==> src/rtl/serial_add_ctrl.sv <==
// serial_add_ctrl: bit-serial add/subtract sequencer for an external
// 1-bit full-adder cell, LSB first, one bit per clock.
//
// Ports:
//   clk, rst             rising-edge clock, synchronous active-high reset
//   start, sub, cin      request, 0=a+b+cin / 1=a-b, add carry-in
//   a, b                 WIDTH-bit operands
//   busy, done           state != IDLE, one-cycle completion pulse
//   sum, cout, ovf       registered result, carry out, signed overflow
//   fa_a, fa_b, fa_ci    to the full-adder cell (0 outside RUN)
//   fa_s, fa_co          from the full-adder cell
module serial_add_ctrl #(
    parameter int WIDTH = 8,
    parameter int CNTW  = 4
) (
    input  logic             clk,
    input  logic             rst,
    input  logic             start,
    input  logic             sub,
    input  logic [WIDTH-1:0] a,
    input  logic [WIDTH-1:0] b,
    input  logic             cin,
    output logic             busy,
    output logic             done,
    output logic [WIDTH-1:0] sum,
    output logic             cout,
    output logic             ovf,
    output logic             fa_a,
    output logic             fa_b,
    output logic             fa_ci,
    input  logic             fa_s,
    input  logic             fa_co
);

    typedef enum logic [1:0] {
        S_IDLE,
        S_RUN,
        S_DONE
    } state_t;

    state_t           r_state;
    logic [WIDTH-1:0] r_a;
    logic [WIDTH-1:0] r_b;
    logic [WIDTH-1:0] r_res;
    logic [WIDTH-1:0] r_sum;
    logic             r_carry;
    logic             r_cout;
    logic             r_ovf;
    logic [CNTW-1:0]  r_cnt;

    logic             w_run;
    logic             w_last;

    assign w_run  = (r_state == S_RUN);
    assign w_last = (r_cnt == CNTW'(WIDTH - 1));

    assign busy  = (r_state != S_IDLE);
    assign done  = (r_state == S_DONE);
    assign sum   = r_sum;
    assign cout  = r_cout;
    assign ovf   = r_ovf;

    assign fa_a  = w_run & r_a[0];
    assign fa_b  = w_run & r_b[0];
    assign fa_ci = w_run & r_carry;

    always_ff @(posedge clk) begin
        if (rst) begin
            r_state <= S_IDLE;
            r_a     <= '0;
            r_b     <= '0;
            r_res   <= '0;
            r_sum   <= '0;
            r_carry <= 1'b0;
            r_cout  <= 1'b0;
            r_ovf   <= 1'b0;
            r_cnt   <= '0;
        end else begin
            unique case (r_state)
                // The edge leaving DONE can also accept a new request,
                // so back-to-back operations issue every WIDTH+1 cycles.
                S_IDLE, S_DONE: begin
                    if (start) begin
                        r_a     <= a;
                        r_b     <= sub ? ~b : b;
                        r_carry <= sub ? 1'b1 : cin;
                        r_cnt   <= '0;
                        r_state <= S_RUN;
                    end else begin
                        r_state <= S_IDLE;
                    end
                end
                S_RUN: begin
                    r_a     <= {1'b0, r_a[WIDTH-1:1]};
                    r_b     <= {1'b0, r_b[WIDTH-1:1]};
                    r_res   <= {fa_s, r_res[WIDTH-1:1]};
                    r_carry <= fa_co;
                    r_cnt   <= r_cnt + 1'b1;
                    if (w_last) begin
                        r_sum   <= {fa_s, r_res[WIDTH-1:1]};
                        r_cout  <= fa_co;
                        // carry into MSB (fa_ci) vs carry out of MSB
                        r_ovf   <= fa_co ^ fa_ci;
                        r_state <= S_DONE;
                    end
                end
                default: r_state <= S_IDLE;
            endcase
        end
    end

endmodule

==> config.mk <==
export PLATFORM = sky130hd
export DESIGN_NAME = serial_add_ctrl
export DESIGN_NICKNAME = d
export VERILOG_FILES = /design/src/rtl/serial_add_ctrl.sv
export SDC_FILE = /design/constraint.sdc
export NUM_CORES = 1
export LEC_CHECK = 0
export BUFFER_PORTS_ARGS = -buffer_cell sky130_fd_sc_hd__buf_2
export CORE_ASPECT_RATIO = 1.75
export CORE_UTILIZATION = 57
export CTS_CLUSTER_SIZE = 30
export DETAILED_ROUTE_END_ITERATION = 6
export PLACE_DENSITY = 0.83
export SLEW_MARGIN = 10
export SYNTH_ARGS = -nofsm -noshare
export SYNTH_HDL_FRONTEND = slang
export SYNTH_SLANG_ARGS = --single-unit
==> constraint.sdc <==
create_clock -name clk -period 2.6 [get_ports clk]
set_clock_uncertainty 0.05 [all_clocks]
set_input_delay 0.13 -clock clk [delete_from_list [all_inputs] [get_ports clk]]
set_output_delay 0.13 -clock clk [all_outputs]
set_load 0.01 [all_outputs]
-- After elaboration in Yosys (flattened, before gate mapping)
Index checks and enable logic that the tools add are counted.
W data, S select, Z words.
- output and inout port bits: 15
- input bits: 23
- register bits: 41
- word-level logic and storage cells: 39
- add/subtract/negate cells: 1
- bitwise gates (word level): 5
- multiplexer cells: 13
- eq/ne operators: 5
- reduce and logical (&&, ||, !) cells: 6
- operators by type and width (kind ; count):
    $pmux W8 S2 ; 2
    $mux W8 ; 3
    $not A8 Y8 ; 1
    $pmux W4 S2 ; 1
    $add A4 B1 Y4 const B ; 1
    $eq A4 B3 Y1 const B ; 1
    $mux W4 ; 1
    $pmux W2 S2 ; 1
    $reduce_and A2 Y1 ; 2
    $reduce_bool A2 Y1 ; 2
    $and A1 B1 Y1 ; 3
    $mux W1 ; 3
    $eq A2 B1 Y1 const B ; 1
    $eq A2 B2 Y1 const B ; 1
    $logic_not A2 Y1 ; 1
    $mux W2 ; 1
    $ne A2 B1 Y1 const B ; 1
    $ne A2 B2 Y1 const B ; 1
    $pmux W1 S2 ; 1
    $reduce_or A2 Y1 ; 1
    $xor A1 B1 Y1 ; 1

-- Logic depth before layout (Yosys ltp)
Gate-level depths: netlist of run 1.
- depth in word-level cells: 4
- gate-level depth with buffers: 5
- mapped depth without buffers: 4

-- Worst setup path before layout of run 1
Ideal clock, no wire load.
- path kind: register to register
- start: register r_cnt[0]
- end: register r_ovf, in the netlist ovf
- arrival time: 1.078 ns
- buffers on the path: 1
- period minus slack after synthesis: 1.219 ns
- setup slack: 1.381 ns
- setup time: 0.091 ns
- required time: 2.459 ns
- stages on the path, launching flop included: 5
- cell sequence: dfxtp_1 > ha_1 > and3b_1 > buf_2 > a311oi_1
- longest elaborated chain between the ends: 2
- ends and longest elaborated chain (element ; RTL line ; text):
    start, declared ; 49 ; logic [CNTW-1:0] r_cnt;
    start signal, assigned ; 98 ; r_cnt <= r_cnt + 1'b1;
    $eq A4 B3 Y1 ; 55 ; assign w_last = (r_cnt == CNTW'(WIDTH - 1));
    $reduce_and A2 Y1 (no line) ; -- ;
    end signal, assigned ; 103 ; r_ovf <= fa_co ^ fa_ci;
    end, declared ; 48 ; logic r_ovf;
Every way passes these cells.
A chain may end at the register's enable or synchronous reset.

-- Worst setup path in the final report of run 1
- start: register r_state[0]
- end: output fa_b
- longest elaborated chain between the ends: 2
- ends and longest elaborated chain (element ; RTL line ; text):
    start, declared ; 41 ; state_t r_state;
    start signal, assigned ; 69 ; r_state <= S_IDLE;
    start signal, assigned ; 88 ; r_state <= S_RUN;
    start signal, assigned ; 90 ; r_state <= S_IDLE;
    $eq A2 B1 Y1 ; 54 ; assign w_run = (r_state == S_RUN);
    $and A1 B1 Y1 ; 64 ; assign fa_b = w_run & r_b[0];
    end, declared ; 29 ; output logic fa_b,
Every way passes these cells.

==> results.tsv, run 1 <==
stage	metric	value	unit
final_layout	area_growth	13.8	%
global_routing	grt_max_degree	42	
placement	hpwl	2.22	mm
power_and_ir_drop	power_density	624	nW/um2
cts	ctsHoldBuffers	0	
yosys	synth-seq-area-share	46.8	%
worst_hold_path	hp-class	in2reg	
yosys	yosysWarnings	0	
yosys	ys_seq_elements	40	
cts	tritoncts	built	
cts	cts-root-buf	clkbuf_8	
timing	slew_violations	0	
cts	post_cts.repair.setup_buffers	0	
critical_path	start_kind	register	
global_routing	grt_first_pass_wirelength	5.38	mm
cts	cts.path.max_buffers	2	
global_routing	grt_pass1_vias	1291	
global_routing	grt_usage	22.6	%
route	postRouteAntennaNets	0	
final_layout	num_antenna_cells	0	
placement	dp.cells	248	
die	start_util	59.1	%
placement	io_buffers	37	
global_routing	gr-total-overflow	0	
critical_path	critPathArrivalTime	1730	ps
timing	layout_min_cycle_time	1910	ps
route	drc	0	
cts	clk_latency	290	ps
yosys	synth_area_leader_cell	dfxtp_1	
yosys	syn_nets	223	
critical_path	r2r_slack	970	ps
yosys	synth_area	1710	um2
timing	timing.setup.tns	0	ps
critical_path	cp_max_fo	29	
cts	clkTransAtPathRegs	80	ps
yosys	yosysTopAreaCellShare	46.8	%
yosys	avgSynthCellArea	8.59	um2
cts	post_cts_resize_count	0	
flow_run	drv_cap	0	
route	drtPass1Iterations	4	
critical_path	criticalPathCategory	reg2out	
route	via_per_inst	5.83	
timing	fmax	0.524	GHz
die	die_width	43.4	um
timing	hold_violations	0	
route	routedWlPerCell	13.1	um
die	core_area	2900	um2
placement	finalWeightedCongestion	0.725	
timing	tightestPinTransition	772	ps
yosys	synth_area_leaders	dfxtp_1 (47%), a21oi_1 (11%), nand3_1 (8.2%)	
cts	cts-buffers-inserted	5	
global_routing	grt_antenna_before_repair	0	
critical_path	worstSetupEndpointType	output port	
cts	cts_sinks	40	
yosys	yosysUniqueCellTypes	29	
route	vias	1492	
route	wl	3.35	mm
timing	fin_crit_sh	73.4	%
run_status	status	complete, no violations	
cts	htreeDepth	2	
final_layout	final_nets	251	
power_and_ir_drop	leakage	0.000787	uW
timing	max_slew_margin	48.5	%
route	drt_first_iter_violations	57	
timing	rsz0062_at_grt	no	
die	die_y	74.5	um
die	std_cell_rows	26	
timing	holdWs	35.8	ps
power_and_ir_drop	vdd_ir_drop_max	0.000469	V
final_layout	final_cells	256	
die	io_pins	38	
yosys	syn_inst	199	
timing	setup_viol	0	
final_layout	drive_gt1_share	23.2	%
die	fp.dieArea	3230	um2
critical_path	required	2420	ps
[stage by stage]
stage	area [um2]	setup WS (ps)	util, %	power [uW]
2_1_floorplan	1710	1380	-	771
3_3_place_gp	1850	1040	64.0	803
3_5_place_dp	1850	1010	64.0	805
5_1_grt	1950	580	67.2	1270
4_1_cts	1950	695	67.2	1230
6_report	1950	691	67.2	1220
[placed cells by master, fill, tap and decap left out, types with 3 or more instances in the layout]
| master | netlist | routed |
|---|---|---|
| a21oi_1 | 37 | 37 |
| o21ai_0 | 10 | 10 |
| dfxtp_1 | 40 | 40 |
| buf_2 | 10 | 37 |
| nand2b_1 | 3 | 3 |
| xor2_1 | 8 | 8 |
| nand2_1 | 18 | 18 |
| a22oi_1 | 14 | 14 |
| nand3_1 | 28 | 28 |
| buf_4 | 1 | 4 |
| and2_1 | 3 | 3 |
| clkbuf_8 | 0 | 6 |
[final cells by class]
| class | instances | area (um2) |
|---|---|---|
| clock inverters | 2 | 10.0 |
| clock buffers | 6 | 82.6 |
| multi-input cells | 139 | 802 |
| well taps | 28 | 35.0 |
| fillers | 266 | 950 |
| flip-flops and latches | 40 | 801 |
| repair buffers | 41 | 215 |
[layer usage]
metal | global-route usage, % | routed length (um) | vias to the layer above
li1 | - | - | 752
met1 | 23.1 | 1350 | 702
met2 | 41.1 | 1810 | 32
met3 | 6.55 | 113 | 6
met4 | 11.5 | 70 | 0
met5 | 0 | 0 | -
[logic make-up (layout without fill, tap and decap cells)]
group | count (synthesis) | after routing | synth area share [%]
AOI/OAI and AO/OA | 64 | 64 | 21.5
and+or+nand+nor | 63 | 63 | 18.6
DFF | 40 | 40 | 46.8
buffers and inverters | 20 | 49 | 6.29
xor gates and xnor gates | 9 | 9 | 4.61
muxes | 2 | 2 | 1.46
adders and majority gates | 1 | 1 | 0.731
[path summary, 6_finish.rpt]
kind | from | to | cells past startpoint
hold reg to reg | r_res[1] | r_res[1] | 2
setup reg to reg | r_state[0] | ovf | 4
hold / removal | fa_s | r_res[7] | 3
setup / recovery | r_state[0] | fa_b | 4
[report_power, final]
group	leakage, uW	internal [uW]	switching, uW
clock network	0.0000510	212	212
registers	0.000326	637	14.5
logic	0.000410	55.7	84.4
[state kept, by name, indices dropped and copies added (netlist names)]
signal   flops
cout         1
ovf          1
r_a          8
r_b          8
r_carry      1
r_cnt        4
r_res        7
r_state      2
sum          8
[cell usage after synthesis]
| master | count |
|---|---|
| a21oi_1 | 37 |
| ha_1 | 1 |
| nor3_1 | 1 |
| a31oi_1 | 1 |
| nand2_1 | 18 |
| and2_1 | 3 |
| a22oi_1 | 14 |
| buf_4 | 1 |
| a211oi_2 | 1 |
| nand2b_1 | 3 |
| clkbuf_2 | 1 |
| and3b_1 | 1 |
| and2b_1 | 2 |
| mux2i_1 | 1 |
| nor2_1 | 1 |
| nand3_1 | 28 |
| buf_2 | 10 |
| mux2_4 | 1 |
| xor2_1 | 8 |
| or2_2 | 2 |
| buf_6 | 2 |
| nor2b_1 | 1 |
| clkbuf_1 | 6 |
| o21ai_0 | 10 |
| a311oi_1 | 1 |
| nand4_1 | 1 |
| nand3b_1 | 2 |
| dfxtp_1 | 40 |
| xnor2_1 | 1 |
[critical path: stages, from the launching register on]
cell and delay [ps]:
dfxtp_1 380, and2b_1 400, buf_4 360, and2_1 160
buf_2 120
Note: power is estimated with default switching activity, not from simulation.
==> inputs of run 2 (changes only) <==
--- a/config.mk
+++ b/config.mk
@@ -7,10 +7,10 @@
 export LEC_CHECK = 0
 export BUFFER_PORTS_ARGS = -buffer_cell sky130_fd_sc_hd__buf_2
 export CORE_ASPECT_RATIO = 1.75
-export CORE_UTILIZATION = 57
+export CORE_UTILIZATION = 47
 export CTS_CLUSTER_SIZE = 30
 export DETAILED_ROUTE_END_ITERATION = 6
-export PLACE_DENSITY = 0.83
+export PLACE_DENSITY = 0.73
 export SLEW_MARGIN = 10
 export SYNTH_ARGS = -nofsm -noshare
 export SYNTH_HDL_FRONTEND = slang
==> constraint.sdc (replaced) <==
create_clock -name clk -period 1.6 [get_ports clk]
set_clock_uncertainty 0.05 [all_clocks]
set_input_delay 0.08 -clock clk [delete_from_list [all_inputs] [get_ports clk]]
set_output_delay 0.08 -clock clk [all_outputs]
set_load 0.01 [all_outputs]
==> run 2 against run 1 <==
Cell count up 11%. Non-clock buffer count rose by 10. Via count up 3.4%. Hold slack got worse by 13 ps. Clock power grew 61%. Wire length is 5.1% higher.
==> results.tsv, run 2 (synthesized netlist as in run 1, its figures left out) <==
stage	metric	value	unit
cts	clkTransAtPathRegs	80	ps
placement	dp_slack	195	ps
final_layout	post-route-util	60.1	%
critical_path	criticalPathCategory	reg2out	
critical_path	required	1470	ps
power_and_ir_drop	p_switching	503	uW
critical_path	crit_chain	and2b_2 > buf_12 > and2_1 > buf_2	
cts	post_cts.repair.setup_buffers	0	
die	fp.dieArea	3890	um2
cts	cts.path.max_buffers	2	
route	postRouteAntennaNets	0	
cts	cts-root-buf	clkbuf_8	
route	drt_first_iter_violations	40	
timing	max_slew_margin	65.5	%
die	core_area	3430	um2
timing	rsz0062_at_grt	no	
timing	hold_violations	0	
die	std_cell_rows	28	
global_routing	grt_usage	20.4	%
placement	io_buffers	37	
timing	tightestPinTransition	518	ps
critical_path	max_stage_delay	370	ps
critical_path	crit_path_top_delay_cell	dfxtp_1	
critical_path	start_kind	register	
placement	hpwl	2.45	mm
route	drtPass1Iterations	4	
flow_run	drv_cap	0	
critical_path	critical_path.top_delay_family	simple AND/OR/NAND/NOR gates	
final_layout	area_growth	20.6	%
timing	slew_violations	0	
power_and_ir_drop	pwr-share-seq	53.1	%
critical_path	r2r_cells	4	
global_routing	grt_antenna_before_repair	0	
global_routing	grt_first_pass_wirelength	5.76	mm
critical_path	crit_path_end	fa_b	
power_and_ir_drop	internal_power	1490	uW
final_layout	drive_gt1_share	26.5	%
global_routing	grt_max_degree	33	
worst_hold_path	hp-class	in2reg	
power_and_ir_drop	switching_share	25.2	%
timing	timing.setup.tns	0	ps
timing	layout_min_cycle_time	1540	ps
die	die_y	81.8	um
final_layout	final_common_cell	dfxtp_1	
route	vias	1542	
cts	tritoncts	built	
critical_path	startpoint	r_state[1]	
critical_path	worst-path-buf-inv	2	
critical_path	rr_endpoint	ovf	
final_layout	layout_common_cells	dfxtp_1 (39), a21oi_1 (37), buf_2 (37)	
route	drc	0	
power_and_ir_drop	total_power	2000	uW
cts	htreeDepth	2	
run_status	status	complete, no violations	
critical_path	cp_max_fo	32	
power_and_ir_drop	power_density	969	nW/um2
timing	fmax	0.648	GHz
critical_path	cp.depth	4	
critical_path	critPathArrivalTime	1410	ps
final_layout	final_nets	261	
global_routing	grt_pass1_vias	1396	
timing	fin_crit_sh	96.4	%
critical_path	r2r_slack	190	ps
route	via_per_inst	5.45	
power_and_ir_drop	p_clk_share	34.0	%
critical_path	worstSetupEndpointType	output port	
power_and_ir_drop	vdd_ir_drop_max	0.000847	V
route	routedWlPerCell	12.4	um
worst_hold_path	hold_start	a[2]	
final_layout	num_antenna_cells	0	
die	io_pins	38	
cts	cts-buffers-inserted	5	
cts	clk_latency	290	ps
power_and_ir_drop	leakage	0.000838	uW
critical_path	timing.rr.start	r_cnt[0]	
power_and_ir_drop	pwr-share-comb	12.9	%
timing	setup_viol	0	
die	start_util	49.8	%
die	die_width	47.6	um
placement	finalWeightedCongestion	0.744	
route	wl	3.52	mm
cts	cts_sinks	40	
global_routing	gr-total-overflow	0	
timing	setup_slack	57.4	ps
==> run 2: cell types whose count changed in the layout (fill, tap and decap cells not counted), sizes merged <==
| cell | before | now |
|---|---|---|
| buf | 41 | 49 |
| dlygate4sd3 | 0 | 2 |
==> run 2: worst reg2reg max path, delay by kind of cell, from the launching register on <==
kind | cells | cell delay (ps)
AO/OA/AOI/OAI | 2 | 350
AND/OR/NAND/NOR | 1 | 320
flip-flops | 1 | 380
adder cells (fa/ha/maj) | 1 | 220
==> run 2: how the worst min path moves through the flow <==
stage	to	cells past startpoint	slack, ps
detailed placement	r_a[7]	3	280
finish	r_a[2]	3	20
global placement	r_a[7]	3	280
global route	r_a[3]	3	20
CTS	r_a[0]	3	20
floorplan	r_res[7]	2	170
==> run 2: routing by layer <==
layer  track usage, %  part of all wire [%]  vias up
li1                 -                     -      775
met1             20.6                    39      718
met2             37.7                    56       44
met3             5.27                   4.2        5
met4             7.22                   1.5        0
met5                0                     0        -
==> run 2: repair_timing <==
item                       CTS  global route
resized for setup            1             1
setup endpoints to repair    2             2
hold endpoints to repair     3             0
hold buffers                 2             0
==> run 2: cell type report <==
type / count / area (um2)
multi-input cells: 139 / 803
clock inverters: 2 / 10.0
well taps: 45 / 56.3
clock buffers: 6 / 82.6
repair buffers: 51 / 308
flip-flops and latches: 40 / 802
fillers: 362 / 1370
==> run 2: power groups by stage <==
stage | Sequential (uW) | Combinational (uW) | Clock (uW)
after global routing | 1060 | 287 | 745
after detailed placement | 1080 | 255 | 0
after global placement | 1080 | 253 | 0
final | 1060 | 258 | 679
after CTS | 1060 | 260 | 702
after floorplan | 1080 | 177 | 0
==> run 2: metrics by stage <==
step | instance area [um2] | instances | hold slack [ps]
floorplan | 1710 | 199 | 166
global placement | 1950 | 273 | 277
detailed placement | 1950 | 273 | 280
CTS | 2060 | 283 | 17.3
global route | 2060 | 283 | 20.5
finish | 2060 | 283 | 22.6
==> inputs of run 3 (changes only) <==
--- a/config.mk
+++ b/config.mk
@@ -10,6 +10,7 @@
 export CORE_UTILIZATION = 47
 export CTS_CLUSTER_SIZE = 30
 export DETAILED_ROUTE_END_ITERATION = 6
+export GPL_TIMING_DRIVEN = 0
 export PLACE_DENSITY = 0.73
 export SLEW_MARGIN = 10
 export SYNTH_ARGS = -nofsm -noshare
==> run 3 against run 2 <==
Non-clock buffer count up 6. Die area unchanged. Wire length up 6.3%. Fmax up 4.4%. Sequential share of layout area down 0.55 points. Count of clock-buffer cells in the layout up 1. Cell count up 2.1%. Hold slack worse by 12 ps. Sequential power about the same. Register-to-register slack worse by 70 ps. Critical path type is now reg2reg. Largest power group unchanged.
==> results.tsv, run 3 (synthesized netlist as in run 1, its figures left out) <==
stage	metric	value	unit
power_and_ir_drop	vdd_ir_drop_max	0.000786	V
critical_path	r2r_cells	5	
global_routing	grt_max_degree	13	
worst_hold_path	hp-class	in2reg	
route	vias	1581	
timing	holdWs	10.6	ps
critical_path	start_kind	register	
cts	cts.path.max_buffers	2	
placement	hpwl	2.67	mm
die	start_util	49.8	%
route	wl	3.74	mm
global_routing	grt_antenna_before_repair	0	
placement	io_buffers	36	
timing	hold_violations	0	
final_layout	layout_common_cells	buf_2 (45), dfxtp_1 (40), a21oi_1 (37)	
power_and_ir_drop	leakage	0.000851	uW
route	postRouteAntennaNets	0	
critical_path	worstSetupEndpointType	register	
timing	timing.setup.tns	0	ps
placement	dp.cells	280	
critical_path	timing.rr.start	r_cnt[0]	
die	std_cell_rows	28	
timing	slew_violations	0	
cts	post_cts_resize_count	0	
critical_path	critPathArrivalTime	1640	ps
timing	fmax	0.677	GHz
worst_hold_path	hold_start	a[2]	
die	io_pins	38	
critical_path	required	1770	ps
final_layout	final_nets	267	
route	drt_first_iter_violations	33	
cts	cts_sinks	40	
die	die_y	81.8	um
global_routing	gr-total-overflow	0	
cts	cts-root-buf	clkbuf_8	
final_layout	final_common_cell	buf_2	
critical_path	rr_endpoint	cout	
placement	finalWeightedCongestion	0.779	
cts	tritoncts	built	
worst_hold_path	worstHoldPathCells	3	
route	routedWlPerCell	12.9	um
final_layout	n_fill_cell	346	
power_and_ir_drop	power_density	1050	nW/um2
timing	layout_min_cycle_time	1480	ps
final_layout	post-route-util	60.8	%
route	drtPass1Iterations	4	
timing	max_slew_margin	65.9	%
die	core_area	3430	um2
cts	clkTransAtPathRegs	80	ps
global_routing	grt_first_pass_wirelength	5.98	mm
die	die_width	47.6	um
cts	cts-buffers-inserted	5	
cts	clk_latency	290	ps
die	fp.dieArea	3890	um2
flow_run	drv_cap	0	
cts	htreeDepth	2	
final_layout	final_cells	289	
critical_path	criticalPathCategory	reg2reg	
critical_path	cp_max_fo	10	
final_layout	drive_gt1_share	25.0	%
final_layout	num_antenna_cells	0	
run_status	status	complete, no violations	
route	via_per_inst	5.47	
final_layout	area_growth	22.1	%
global_routing	grt_pass1_vias	1383	
timing	rsz0062_at_grt	no	
timing	setup_viol	0	
global_routing	grt_usage	21.7	%
timing	tightestPinTransition	511	ps
route	drc	0	
worst_hold_path	holdPathEnd	r_a[2]	
critical_path	r2r_slack	120	ps
timing	fin_crit_sh	92.3	%
-- run 3: cell types whose count changed in the layout (fill, tap and decap cells not counted), sizes merged --
cell and change:
buf -1, clkinv -2, clkbuf +8, bufinv +1
-- run 3: timing repair --
item                                    CTS  global route
hold buffers                              2             0
endpoints found under the hold margin     3             0
setup buffers                             0             0
endpoints found under the setup margin    0             3
-- run 3: report_power, final --
part | switching (uW) | internal, uW | total (uW)
registers | 23.3 | 1040 | 1060
logic | 148 | 108 | 256
clock network | 335 | 550 | 885
total | 506 | 1690 | 2200
-- run 3: how the worst max path moves through the flow --
stage,slack [ps],startpoint,cells after the start,endpoint
2_1_floorplan,380,r_cnt[0],4,ovf
4_1_cts,1,r_state[0],5,fa_ci
3_5_place_dp,110,r_cnt[0],5,sum[1]
3_3_place_gp,150,r_cnt[0],5,cout
5_1_grt,20,r_cnt[0],5,sum[2]
6_report,120,r_cnt[0],5,cout
-- run 3: area by class of cell --
class | count | area, um2 | area share, %
plain buffers | 19 | 103 | 4.91
clock buffers | 7 | 96.3 | 4.61
clock inverters | 1 | 30.0 | 1.44
multi-input cells | 139 | 802 | 38.4
flip-flops and latches | 40 | 801 | 38.3
well taps | 45 | 56.3 | 2.70
repair buffers | 38 | 200 | 9.59
-- run 3: per-layer routing --
layer | vias to the layer above | share of wire, % | global-route usage, %
met4 | 0 | 1.6 | 8.33
li1 | 789 | - | -
met1 | 762 | 40 | 23.4
met3 | 4 | 2.6 | 5.27
met2 | 26 | 56 | 38.5
met5 | - | 0 | 0
-- run 3: critical path, stage by stage, from the launching register on --
cell	delay [ps]
dfxtp_1	340
ha_1	240
nand3b_1	110
clkbuf_1	370
o21ai_0	130
a21oi_1	160
-- run 3: through the flow --
step	area [um2]	setup slack [ps]	power, uW
floorplan	1710	381	1250
global placement	1950	155	1330
detailed placement	1950	108	1340
CTS	2090	1.37	2230
global route	2090	19.7	2290
finish	2090	123	2200
